--- src/rtl/tetris_move_scheduler.sv ---
// tetris_move_scheduler
// Turns button edges and a gravity timer into single movement commands for
// the game FSM, one at a time over a valid/ready handshake. Also owns the
// level register and the level-dependent drop period.
module tetris_move_scheduler #(
   parameter logic [23:0] GRAVITY_INIT = 24'd12_500_000,
   parameter logic [23:0] GRAVITY_STEP = 24'd750_000,
   parameter logic [23:0] GRAVITY_MIN  = 24'd1_250_000
) (
   input  logic        clk,
   input  logic        rst,
   input  logic        en,
   input  logic        right,
   input  logic        left,
   input  logic        rr,
   input  logic        rl,
   input  logic        level_up,
   input  logic        move_ready,
   output logic        move_valid,
   output logic [2:0]  move,
   output logic [3:0]  level,
   output logic [23:0] drop_period
);

   // move_t encoding
   localparam logic [2:0] MV_NONE  = 3'd0;
   localparam logic [2:0] MV_RIGHT = 3'd1;
   localparam logic [2:0] MV_LEFT  = 3'd2;
   localparam logic [2:0] MV_ROR   = 3'd3;
   localparam logic [2:0] MV_ROL   = 3'd4;
   localparam logic [2:0] MV_DOWN  = 3'd5;

   localparam logic ST_IDLE  = 1'b0;
   localparam logic ST_ISSUE = 1'b1;

   // Pending vector bit positions, lowest index = highest priority.
   localparam int P_DOWN  = 0;
   localparam int P_RIGHT = 1;
   localparam int P_LEFT  = 2;
   localparam int P_ROR   = 3;
   localparam int P_ROL   = 4;

   logic        state;
   logic [2:0]  move_q;
   logic [4:0]  pend;
   logic [23:0] cnt;
   logic [3:0]  btn_prev;
   logic [3:0]  btn;
   logic [3:0]  req;
   logic        tick;
   logic [4:0]  grant;
   logic [2:0]  grant_move;
   logic [4:0]  pend_set;
   logic [4:0]  pend_clr;
   logic [4:0]  pend_next;
   logic [27:0] lvl_scaled;
   logic [23:0] next_period;

   assign btn  = {rl, rr, left, right};
   assign req  = btn & ~btn_prev;
   // drop_period is never below 2, so the subtraction cannot wrap.
   assign tick = en && (cnt >= (drop_period - 24'd1));

   assign move_valid = (state == ST_ISSUE);
   assign move       = (state == ST_ISSUE) ? move_q : MV_NONE;

   // Fixed-priority grant over the pending requests.
   always_comb begin
      // NOTE: every output of a combinational block gets a default first so
      // no path leaves it unassigned, which would infer a latch.
      grant      = '0;
      grant_move = MV_NONE;
      if (pend[P_DOWN]) begin
         grant[P_DOWN] = 1'b1;
         grant_move    = MV_DOWN;
      end else if (pend[P_RIGHT]) begin
         grant[P_RIGHT] = 1'b1;
         grant_move     = MV_RIGHT;
      end else if (pend[P_LEFT]) begin
         grant[P_LEFT] = 1'b1;
         grant_move    = MV_LEFT;
      end else if (pend[P_ROR]) begin
         grant[P_ROR] = 1'b1;
         grant_move   = MV_ROR;
      end else if (pend[P_ROL]) begin
         grant[P_ROL] = 1'b1;
         grant_move   = MV_ROL;
      end
   end

   // Pending update: a new event arriving with a grant of the same bit wins.
   always_comb begin
      pend_set  = {req[3], req[2], req[1], req[0], tick};
      pend_clr  = (state == ST_IDLE) ? grant : 5'd0;
      pend_next = (pend & ~pend_clr) | pend_set;
   end

   // Level-dependent drop period, floored at GRAVITY_MIN (28-bit product).
   always_comb begin
      lvl_scaled  = {24'd0, level} * {4'd0, GRAVITY_STEP};
      next_period = GRAVITY_MIN;
      if (lvl_scaled <= {4'd0, GRAVITY_INIT}) begin
         if ((GRAVITY_INIT - lvl_scaled[23:0]) >= GRAVITY_MIN)
            next_period = GRAVITY_INIT - lvl_scaled[23:0];
      end
   end

   // Scheduler state: edge detect, gravity counter, pending bits, handshake FSM.
   always_ff @(posedge clk) begin
      // NOTE: sequential state uses non-blocking assignments so every register
      // samples pre-edge values regardless of statement order.
      if (rst) begin
         state    <= ST_IDLE;
         move_q   <= MV_NONE;
         pend     <= '0;
         cnt      <= '0;
         btn_prev <= '0;
      end else begin
         btn_prev <= btn;
         if (!en) begin
            state  <= ST_IDLE;
            move_q <= MV_NONE;
            pend   <= '0;
            cnt    <= '0;
         end else begin
            cnt  <= tick ? 24'd0 : cnt + 24'd1;
            pend <= pend_next;
            if (state == ST_IDLE) begin
               if (grant != 5'd0) begin
                  move_q <= grant_move;
                  state  <= ST_ISSUE;
               end
            end else if (move_ready) begin
               move_q <= MV_NONE;
               state  <= ST_IDLE;
            end
         end
      end
   end

   // Level register and registered drop period (lags level by one cycle).
   always_ff @(posedge clk) begin
      if (rst) begin
         level       <= 4'd0;
         drop_period <= GRAVITY_INIT;
      end else begin
         drop_period <= next_period;
         if (level_up && (level != 4'd15))
            level <= level + 4'd1;
      end
   end

endmodule

--- config.mk ---
export PLATFORM = sky130hd
export DESIGN_NAME = tetris_move_scheduler
export DESIGN_NICKNAME = d
export VERILOG_FILES = /design/src/rtl/tetris_move_scheduler.sv
export SDC_FILE = /design/constraint.sdc
export NUM_CORES = 1
export LEC_CHECK = 0
export CAP_MARGIN = 25
export CORE_MARGIN = 4
export CORE_UTILIZATION = 50
export CTS_CLUSTER_SIZE = 25
export DETAILED_ROUTE_END_ITERATION = 7
export PLACE_DENSITY = 0.73
export SYNTH_ARGS = -nofsm -noshare
export SYNTH_HDL_FRONTEND = slang
export SYNTH_SLANG_ARGS = --single-unit
--- constraint.sdc ---
create_clock -name clk -period 4.85 [get_ports clk]
set_clock_uncertainty 0.15 [all_clocks]
set_input_delay 0.485 -clock clk [delete_from_list [all_inputs] [get_ports clk]]
set_output_delay 0.485 -clock clk [all_outputs]
set_load 0.02 [all_outputs]
Word level (Yosys, flattened, before mapping)
Index checks and enable logic that the tools add are counted.
Word-level totals
  register bits: 65
  bits of input ports: 9
  output and inout port bits: 32
  logic and storage cells: 58
Operators by class
  $add $sub $neg: 4
  multipliers: 1
  magnitude comparators: 3
  equality and inequality tests: 2
  muxes and demuxes: 24
  bitwise operators: 8
  reductions and logical operators: 8
Operators by type and width (count)
  $mux 24: 2
  $mux 3: 10
  $add 24x1->24 const B: 1
  $ge 24x21->1 const B: 1
  $ge 24x24->1: 1
  $le 24x24->1 const B: 1
  $sub 24x1->24 const B: 1
  $sub 24x24->24 const A: 1
  $mul 4x16->20 const B: 1
  $mux 1: 9
  $reduce_or 3->1: 2
  $and 5x5->5: 1
  $mux 5: 1
  $not 5->5: 1
  $or 5x5->5: 1
  $reduce_bool 5->1: 1
  $add 4x1->4 const B: 1
  $and 4x4->4: 1
  $mux 4: 1
  $ne 4x4->1 const B: 1
  $not 4->4: 1
  $not 1->1: 3
  $logic_and 1x1->1: 2
  $mux 2: 1
  4 further kinds: 4

Depth between registers and ports, before layout
  depth after elaboration: 9
  depth in mapped cells: 18
  mapped depth without buffers: 17

Worst setup path after synthesis
Ideal clock, no wire load.
  path kind: reg-to-reg
  start point: register level[3]
  end point: register drop_period[10]
  setup time: 0.115 ns
  arrival time: 4.422 ns
  required time: 4.585 ns
  path slack: 0.163 ns
  cell stages (with the launch flop): 17
  buffers on the path: 1
  period minus slack after synthesis: 4.687 ns
  path through: dfxtp_1 -> ha_1 -> xor2_1 -> ha_1 -> or2_2 -> ha_1 -> clkbuf_8 -> o211ai_1 -> o211ai_1 -> a221oi_1 -> xnor2_1 -> nand4b_1 -> a211o_1 -> or4_4 -> o21ai_2 -> nand2_4 -> a31o_1
On the way
  cells in the longest elaborated chain, start to end: 5
  elaborated cells between the ends (all ways): 6
  classes of those cells: add/sub: 1; mul: 1; order compare: 2; mux: 2
RTL lines
  from (decl): line 21  | output logic [3:0] level,
  from (signal assigned): line 149  | level <= level + 4'd1;
  $mul 4x16->20 (*): line 100  | lvl_scaled = {24'd0, level} * {4'd0, GRAVITY_STEP};
  $sub 24x24->24: line 103, 104
  $ge 24x21->1: line 103  | if ((GRAVITY_INIT - lvl_scaled[23:0]) >= GRAVITY_MIN)
  $mux 24: line 103
  $mux 24 (*): line 102  | if (lvl_scaled <= {4'd0, GRAVITY_INIT}) begin
  to (signal assigned): line 147  | drop_period <= next_period;
  to (decl): line 22  | output logic [23:0] drop_period
Every way passes the cells marked *; elsewhere a longest branch is shown, timed or not.
A chain may end at the register's enable or synchronous reset.

Worst setup path in the final report
  start point: register level[2]
  end point: register drop_period[13]
The elaborated chain is that of the path after synthesis.

==> Flow_metrics.wiki <==
{| class="wikitable"
! Metric !! Value
|-
| Maximum number of pins on one net before global-route repair || 25
|-
| Filler cells || 929
|-
| Yosys cell types || 90
|-
| Clock-pin slew on the worst setup and hold paths || 60 ps
|-
| Kind of start point of the critical path || register
|-
| TritonCTS Buffers || 9
|-
| Combined global-route utilization of all metal layers || 0.215
|-
| DR WL/cell || 15.8 microns
|-
| Transition time at the pin with the least slew margin || 731 ps
|-
| Maxcap violations || 0
|-
| Synth cell count leaders || 65 x nor2_1, 61 x dfxtp_1, 51 x ha_1, 37 x xnor2_1, 32 x nand2_1
|-
| Fraction of layout cells with a size suffix above 1 || 0.124
|-
| Critical Path AT || 4730 ps
|-
| Worst Reg-to-Reg Cells || 15
|-
| Sequential area share after synthesis || 0.242
|-
| Share of the core filled with cells in the final layout || 0.591
|-
| Boundary pin count || 41
|-
| Setup TNS after final layout || 0 ps
|-
| Width of the die || 108 microns
|-
| Post-cts hold buffer count || 0
|-
| Count of state elements after synthesis || 61
|-
| Endpoint of the most critical setup path || drop_period[13]$_SDFF_PP1_
|-
| Clock tree from TritonCTS || built
|-
| Nets || 704
|-
| Total power || 1.51 mW
|-
| Critical Path End Type || register
|-
| Crit path time final || 4650 ps
|-
| Endpoints failing setup || 0
|-
| Cell type with the highest aggregate area in the netlist || dfxtp_1
|-
| Global-route wire length before repair || 20400 microns
|-
| Final weighted congestion in routability-driven placement || 0.867
|-
| Net switching power of the design || 0.519 mW
|-
| Synthesized netlist cell count || 597
|-
| Launch instance of the worst register-to-register path || level[2]$_SDFFE_PP0P_
|-
| Share of power burned in registers || 0.380
|-
| Post-detailed-routing wire length || 12300 microns
|-
| Most area-consuming cells after synthesis || dfxtp_1 24%, ha_1 13%, xnor2_1 6.4%
|-
| Grt ovf || 0
|-
| Minimum setup slack among reg-to-reg paths || 200 ps
|-
| Switching power as a share of total power || 0.345
|-
| Post-Synthesis Mean Instance Area || 8.46 sq um
|-
| Core Region || 9820 sq um
|-
| DRT Pass-1 Iters || 5
|-
| Number of rows in the core area || 36
|-
| Final-report max-slew violation count || 0
|-
| Crit Path Category || reg -> reg
|-
| EDFF count, synth || 0
|-
| Maximum count of clock buffers along a single path || 2
|-
| Post-synthesis instance area || 5050 sq um
|-
| Endpoint of the worst-slack reg-to-reg timing path || drop_period[13]$_SDFF_PP1_
|-
| Kind of path behind the tightest hold check || reg -> reg
|-
| Violation count after the first detailed-route iteration || 216
|-
| Pint || 0.986 mW
|-
| Period Utilization, post-route || 0.958
|-
| Area enclosed by the die boundary || 11800 sq um
|-
| Number of diodes || 0
|-
| Max Fclk || 0.215 GHz
|-
| Crit-path max FO || 9
|-
| Static leakage || 2.40 nW
|-
| Area fraction of the dominant cell type after synthesis || 0.242
|-
| Average vias per placed instance || 5.76
|-
| Worst IR drop on VDD || 0.170 mV
|-
| Synth warnings || 0
|-
| Main synth FF type || dfxtp_1
|-
| Vias after detailed routing || 4483
|-
| Syn-to-layout area delta || 15.0%
|-
| H-tree depth || 3
|-
| Detailed-route DRC error count || 0
|-
| Status || complete, no violations
|-
| Clock root buffer master || clkbuf_8
|-
| CTS sink cnt || 61
|-
| Latest clock arrival within the worst-skew pair || 340 ps
|-
| Floorplan die height || 108 microns
|-
| Launching instance or port of the critical path || level[2]$_SDFFE_PP0P_
|-
| Antenna Nets Post-Route || 0
|-
| Total of buffers placed on input and output ports || 36
|-
| Detailed placement HPWL || 9900 microns
|-
| Pwr Density || 259 nW/um^2
|-
| Post-synth ARST share || 0
|-
| Depth of the worst hold-timing path || 1
|-
| Relative contribution of the clock network to total power || 0.267
|-
| Total count of hold-check failures in the final report || 0
|-
| Count leader, synth || nor2_1
|-
| Critical path required time || 4930 ps
|-
| Via count of the first global-routing pass || 4331
|-
| Max-Slew Margin vs Limit || 0.511
|-
| Antenna violations before repair || 0
|-
| Combinational share of power || 0.354
|-
| Initial core utilization || 0.514
|}
through the flow:
step	instances	setup WS [ps]	area [sq um]	hold slack [ps]
2_1_floorplan	600	163	5060	263
6_report	778	204	5810	295
3_5_place_dp	761	-7.68	5540	291
5_1_grt	778	-28.0	5810	334
3_3_place_gp	761	107	5540	272
4_1_cts	776	36.2	5730	305
layer usage:
| metal | up-vias | track usage | wire length, microns |
|---|---|---|---|
| li1 | 2248 | - | - |
| met1 | 2098 | 0.267 | 5570 |
| met2 | 118 | 0.375 | 5930 |
| met3 | 19 | 0.0346 | 556 |
| met4 | 0 | 0.0784 | 246 |
| met5 | - | 0 | 0 |
how the worst min path moves through the flow:
stage	start	to
after floorplan	cnt[0]$_SDFF_PP0_	cnt[0]$_SDFF_PP0_
after global placement	cnt[0]$_SDFF_PP0_	cnt[0]$_SDFF_PP0_
after detailed placement	cnt[0]$_SDFF_PP0_	cnt[0]$_SDFF_PP0_
after CTS	cnt[0]$_SDFF_PP0_	cnt[0]$_SDFF_PP0_
after global routing	move_q[2]$_SDFFE_PP0P_	move_q[2]$_SDFFE_PP0P_
final	cnt[0]$_SDFF_PP0_	cnt[0]$_SDFF_PP0_
cell families (layout without fill, tap and decap cells):
group / Yosys count / count (layout) / synth area share
muxes: 1 / 1 / 0.00198
buffers and inverters: 47 / 92 / 0.0481
other: 1 / 4 / 0.000743
adders and majority gates: 54 / 54 / 0.138
DFF: 61 / 61 / 0.242
xor gates and xnor gates: 68 / 68 / 0.119
and+or+nand+nor: 225 / 225 / 0.236
AOI/OAI and AO/OA: 140 / 140 / 0.214
power groups by stage:
stage	logic, mW	registers (mW)	clock network [mW]
after detailed placement	0.515	0.583	0
after CTS	0.518	0.572	0.415
final	0.532	0.572	0.401
after global routing	0.579	0.578	0.433
after global placement	0.506	0.581	0
after floorplan	0.333	0.606	0
sequential cells by signal, summed over array words and instances, names as in the netlist:
| register | flops |
|---|---|
| cnt | 24 |
| pend | 5 |
| level | 4 |
| btn_prev | 4 |
| move_valid | 1 |
| drop_period | 20 |
| move_q | 3 |
final cells by class:
class	instances	area, sq um	area share
Multi-Input combinational cell	492	3670	0.631
Timing Repair Buffer	51	473	0.0815
Clock inverter	1	5.00	0.000862
Tap cell	133	166	0.0287
Inverter	26	97.6	0.0168
Sequential cell	61	1220	0.211
Clock buffer	14	173	0.0297
critical path, stage by stage (launching register included):
cell	delay, ps
dfxtp_2	390
inv_1	60
ha_1	320
inv_1	90
fa_1	550
ha_1	500
nand2_1	190
nor4_2	300
a221oi_2	150
xnor2_1	310
nand4b_1	260
a211o_1	340
or4_4	480
o21ai_2	120
nand2_4	110
a31o_1	220
cells in the final DEF, fill, tap and decap left out, drive strengths merged, types with 4 or more instances in the layout:
cell type / count
xor2: 30
a211o: 4
or4: 5
a211oi: 6
nor2: 65
ha: 51
nand4: 5
dfxtp: 61
nor2b: 7
o211ai: 7
buf: 15
o21ai: 19
xnor2: 38
inv: 25
nand3b: 4
o31ai: 5
clkbuf: 14
nor3: 24
conb: 4
a21o: 16
a221oi: 4
nand2b: 10
clkdlybuf4s50: 36
a21oi: 30
o2111ai: 4
or3: 8
nor4: 6
and3: 9
a31oi: 7
nand2: 34
nand3: 26
and2: 10
timing repair:
action	in CTS	in global routing
resized for setup	2	15
endpoints found under the setup margin	6	20
pin swaps	1	5
setup buffers	0	2
cloned	0	0
Note: power is estimated with default switching activity, not from simulation.
